--- src/rtl/axi_read_arbiter.sv ---
// Two-master AXI read arbiter: instruction and data caches share one AR/R channel pair.
// Alternating priority on contention, one outstanding burst, sticky protocol-error flag.
module axi_read_arbiter #(
   parameter logic [3:0] ID_INST = 4'd0,
   parameter logic [3:0] ID_DATA = 4'd1
) (
   input  logic        clk,
   input  logic        rst,
   // instruction-cache AR / R
   input  logic [31:0] i_araddr,
   input  logic [7:0]  i_arlen,
   input  logic        i_arvalid,
   output logic        i_arready,
   output logic [31:0] i_rdata,
   output logic        i_rlast,
   output logic        i_rvalid,
   input  logic        i_rready,
   // data-cache AR / R
   input  logic [31:0] d_araddr,
   input  logic [7:0]  d_arlen,
   input  logic [2:0]  d_arsize,
   input  logic        d_arvalid,
   output logic        d_arready,
   output logic [31:0] d_rdata,
   output logic        d_rlast,
   output logic        d_rvalid,
   input  logic        d_rready,
   // shared AXI AR
   output logic [3:0]  arid,
   output logic [31:0] araddr,
   output logic [7:0]  arlen,
   output logic [2:0]  arsize,
   output logic [1:0]  arburst,
   output logic        arvalid,
   input  logic        arready,
   // shared AXI R
   input  logic [3:0]  rid,
   input  logic [31:0] rdata,
   input  logic [1:0]  rresp,
   input  logic        rlast,
   input  logic        rvalid,
   output logic        rready,
   output logic        err
);

   typedef enum logic [1:0] {IDLE, ADDR, DATA} state_t;

   state_t      state_q, state_d;
   logic        grant_q, grant_d;            // 0 = inst, 1 = data
   logic        last_grant_q, last_grant_d;
   logic [7:0]  beat_cnt_q, beat_cnt_d;
   logic [7:0]  len_q, len_d;
   logic        err_q, err_d;

   logic        g_arvalid;
   logic        g_rready;
   logic [3:0]  g_id;
   logic        beat;
   logic        beat_bad;

   always_comb begin
      g_arvalid = grant_q ? d_arvalid : i_arvalid;
      g_rready  = grant_q ? d_rready  : i_rready;
      g_id      = grant_q ? ID_DATA   : ID_INST;
      beat      = (state_q == DATA) && rvalid && g_rready;
      beat_bad  = (rid != g_id) || (rresp != 2'b00) || (rlast != (beat_cnt_q == len_q));
   end

   // NOTE: every variable gets a default at the top of the block, so no path leaves one unassigned and no latch is inferred.
   always_comb begin
      state_d      = state_q;
      grant_d      = grant_q;
      last_grant_d = last_grant_q;
      beat_cnt_d   = beat_cnt_q;
      len_d        = len_q;
      err_d        = err_q;
      unique case (state_q)
         IDLE: begin
            if (i_arvalid || d_arvalid) begin
               grant_d = (i_arvalid && d_arvalid) ? ~last_grant_q : d_arvalid;
               state_d = ADDR;
            end
         end
         ADDR: begin
            if (!g_arvalid) begin
               state_d = IDLE;                 // request withdrawn: priority history untouched
            end else if (arready) begin
               state_d      = DATA;
               beat_cnt_d   = 8'd0;
               len_d        = grant_q ? d_arlen : i_arlen;
               last_grant_d = grant_q;
            end
         end
         DATA: begin
            if (beat) begin
               beat_cnt_d = beat_cnt_q + 8'd1;
               if (beat_bad) err_d = 1'b1;
               if (rlast) state_d = IDLE;      // only the slave's rlast ends the burst
            end
         end
         default: state_d = IDLE;
      endcase
   end

   // NOTE: sequential state uses non-blocking assignments so every flop samples pre-edge values.
   always_ff @(posedge clk or negedge rst) begin
      if (!rst) begin
         state_q      <= IDLE;
         grant_q      <= 1'b0;
         last_grant_q <= 1'b0;
         beat_cnt_q   <= 8'd0;
         len_q        <= 8'd0;
         err_q        <= 1'b0;
      end else begin
         state_q      <= state_d;
         grant_q      <= grant_d;
         last_grant_q <= last_grant_d;
         beat_cnt_q   <= beat_cnt_d;
         len_q        <= len_d;
         err_q        <= err_d;
      end
   end

   always_comb begin
      arid      = 4'd0;
      araddr    = 32'd0;
      arlen     = 8'd0;
      arsize    = 3'd0;
      arburst   = 2'b01;
      arvalid   = 1'b0;
      i_arready = 1'b0;
      d_arready = 1'b0;
      rready    = 1'b0;
      i_rvalid  = 1'b0;
      d_rvalid  = 1'b0;
      i_rlast   = 1'b0;
      d_rlast   = 1'b0;
      i_rdata   = 32'd0;
      d_rdata   = 32'd0;
      if (state_q == ADDR) begin
         arvalid   = g_arvalid;
         arid      = g_id;
         araddr    = grant_q ? d_araddr : i_araddr;
         arlen     = grant_q ? d_arlen  : i_arlen;
         arsize    = grant_q ? d_arsize : 3'b010;
         i_arready = !grant_q && arready;
         d_arready = grant_q && arready;
      end else if (state_q == DATA) begin
         rready   = g_rready;
         i_rdata  = rdata;
         d_rdata  = rdata;
         i_rvalid = !grant_q && rvalid;
         d_rvalid = grant_q && rvalid;
         i_rlast  = !grant_q && rvalid && rlast;
         d_rlast  = grant_q && rvalid && rlast;
      end
   end

   assign err = err_q;

endmodule

--- config.mk ---
export PLATFORM = sky130hd
export DESIGN_NAME = axi_read_arbiter
export DESIGN_NICKNAME = d
export VERILOG_FILES = /design/src/rtl/axi_read_arbiter.sv
export SDC_FILE = /design/constraint.sdc
export NUM_CORES = 1
export LEC_CHECK = 0
export ABC_AREA = 1
export CAP_MARGIN = 20
export CORE_AREA = 2 2 97 99
export DETAILED_ROUTE_END_ITERATION = 7
export DIE_AREA = 0 0 99 101
export PLACE_DENSITY = 0.86
export SYNTH_ARGS = -nofsm -noshare
export SYNTH_HDL_FRONTEND = slang
export SYNTH_SLANG_ARGS = --single-unit
--- constraint.sdc ---
create_clock -name clk -period 1.5 [get_ports clk]
set_input_delay 0.3 -clock clk [delete_from_list [all_inputs] [get_ports clk]]
set_output_delay 0.3 -clock clk [all_outputs]
set_load 0.03 [all_outputs]
==> impl_results.md <==
* R2R depth at 9
* Unrepaired setup endpoints after global routing: true
* Leakage dissipation at around 2.7 nW
* CTS tree: done
* Root Buffer: clkbuf_8
* Final hold vios at 0
* Register area share after synthesis at 0.218
* Hold slack at roughly 370 ps
* Outcome: finished, violations left
* Clk sinks at 21
* Crit path max fanout at 10
* Die area at approximately 0.010 mm2
* Diode count at 0
* Row Count at 35
* Die Ht at just over 100 um
* Synthesis-to-finish area growth at 156%
* Initial antenna violation count at 0
* Final Cell Area at 0.00616 mm2
* Reg area at 527 um2
* Crit path required time at 1200 ps
* Post-route minimum period at 1830 ps
* Die width at roughly 100 um
* Critical path arrival at 1530 ps
* Dpl ws at -338 ps
* Wire length of the first global-routing pass at between 15000 and 20000 um
* PnR worst setup slack at -334 ps
* Peak per-stage delay on the critical path at 370 ps
* Routability cong. at approximately 0.75
* Vias/cell at ~4.6
* Slew Limit Fails at 0
* Max-cap violations at 0
* Power density cells at ~1700 mW/mm2
* Clk_skew at 2.12 ps
* Via Count at approximately 3.5k
* CTS Buf Count at 3
* Final setup fails at 133
* Hold buffer count at CTS at 0
* Core Region at ~0.009 mm2
* Nets at 781
* Total wire length after detailed routing at around 12000 um
* Routed wire per std cell at between 15 and 20 um
* Peak supply drop at roughly 1.5 mV
* Hold crit path type: in2async
* Gr usage total at 0.211
* RR Startpoint: grant_q
* H-tree levels at 1
* Hpwl dp at a little over 9000 um
* Total Neg Setup Slack at -30070 ps
* FF-to-FF setup slack at -90 ps
* Vias in the first global route at about 3.5k
* Synth Cell Area at 0.00241 mm2
* Cell breakdown of the critical path: inv_2 > or2_4 > buf_12 > a21oi_4 > buf_6
* Fmax at 0.545 GHz
* Worst Setup End Kind: primary output
* Fillers at roughly 660
* Synthesized flop and latch total at 21
* Slowest stage cell, crit path: dfrtp_1
* Critical path launch point type: register
* Gate Count Post-Synth at approximately 400
* Share of cells above drive strength 1 at 0.442
* Reg2reg end: beat_cnt_q[4]
* Placed Area at 0.00560 mm2
* EDFF count, synth at 0
* Dominant synthesized flop cell: dfrtp_1
* Clock tree buffer depth at 2
* Largest net degree at the start of global routing at 31
* Final ANT Viol Nets at 0
* Failing checks: setup timing
* Yosys cell types at 31
* Critical path type: reg2out
* Syn_area_per_cell at between 5 and 6 um2
* Area of the multi-input gates at 0.00222 mm2
* Period Utilization, post-route at 1.22
* Num ports at 252
* IO buf count at between 200 and 250
* Layout Utilization at 0.686
* 1st-iter DRT viols at roughly 90
* First-pass iteration count of the detailed router at 4
* Clk_lat worst skew at between 200 and 300 ps
* Clock slew at reported path FFs at 80 ps
* Initial Utilization at 0.268
* Yosys warnings at 0
* Remaining Overflow, GRT at 0
* Asr flop ratio synth at 1.00
* Residual DRC at 0
==> synthesized netlist by cell type (6+ instances only) <==
library cell	number	area (um2)
mux2i_1	8	80.1
nor3_1	6	30.0
o21ai_2	7	61.3
inv_1	54	203
nand3_1	6	30.0
buf_2	16	80.1
dfrtp_1	21	526
a21oi_1	37	185
nor2_1	55	206
buf_4	38	285
nand2_1	116	435
o21ai_0	7	35.0
==> worst max-delay path: cells and delay by family, from the launching register on <==
| kind | cells | cell delay [ps] |
|---|---|---|
| buffers and inverters | 3 | 410 |
| flip-flops | 1 | 370 |
| AND/OR/NAND/NOR | 1 | 340 |
| AO/OA/AOI/OAI | 1 | 140 |
==> how the worst max path moves through the flow <==
stage,from,to,slack (ps)
floorplan,grant_q,i_rlast,-50
global placement,rvalid,beat_cnt_q[7],-340
detailed placement,rvalid,i_rlast,-340
CTS,state_q[0],araddr[31],-320
global route,grant_q,arlen[7],-380
finish,state_q[0],araddr[12],-330
==> layout make-up <==
class                           count  share of cell area
Clock buffer                        4             0.00732
Inverter                           55              0.0339
Multi-Input combinational cell    274               0.360
Sequential cell                    21              0.0856
Tap cell                          111              0.0226
Timing Repair Buffer              295               0.491
==> sequential cells by signal (all words and copies together), names as in the netlist <==
register and cells:
len_q 8, beat_cnt_q 8, grant_q 1, last_grant_q 1, state_q 2, err 1
==> per-layer routing <==
layer,GRT usage,up-vias,share of wire
met5,0,-,0
met2,0.445,177,0.58
met3,0.0465,17,0.081
met4,0.0548,0,0.018
li1,-,1691,-
met1,0.201,1614,0.32
==> metrics by stage <==
| step | total power [mW] | instances |
|---|---|---|
| 2_1_floorplan | 6.82 | 406 |
| 3_3_place_gp | 9.01 | 746 |
| 3_5_place_dp | 9.18 | 746 |
| 4_1_cts | 10.3 | 754 |
| 5_1_grt | 11.2 | 760 |
| 6_report | 10.7 | 760 |
==> kinds of logic after synthesis <==
| family | Yosys count | synth area share |
|---|---|---|
| DFF | 21 | 0.218 |
| adders and majority gates | 1 | 0.00520 |
| other | 2 | 0.00312 |
| AOI/OAI and AO/OA | 57 | 0.134 |
| xor gates and xnor gates | 5 | 0.0182 |
| buffers and inverters | 112 | 0.249 |
| muxes | 8 | 0.0333 |
| and+or+nand+nor | 197 | 0.340 |
==> power by group <==
part | total, mW | internal, mW | switching (mW) | leakage [nW]
clock network | 0.391 | 0.190 | 0.201 | 0.0228
registers | 0.971 | 0.757 | 0.213 | 0.267
logic | 9.30 | 4.01 | 5.29 | 2.44
==> repair_timing <==
action / CTS / global route
gates resized for setup: 69 / 29
gates cloned: 2 / 2
pin swaps: 7 / 6
setup endpoints to repair: 120 / 135
buffers inserted: 2 / 4
==> placed cells by master, fill, tap and decap left out, types with 2 or more instances in the layout <==
master,n
clkbuf_16,2
nand4_1,2
clkdlybuf4s50_1,129
nand2_1,112
xor2_1,2
buf_12,17
nor2_4,46
or2_1,2
a21oi_1,3
o21ai_0,3
o21ai_1,6
mux2i_4,5
nand3_1,3
inv_1,52
o21ai_2,8
nand2_8,2
nand3_2,3
dfrtp_1,20
nand2_2,4
a21oi_4,32
inv_2,2
a21oi_2,2
buf_6,57
nand2_4,3
nor2_1,10
nor3_1,2
clkbuf_8,3
nor3_4,5
mux2i_1,3
conb_1,5
nor4_4,2
buf_4,88
xnor2_1,3
(Power assumes the default switching activity.)
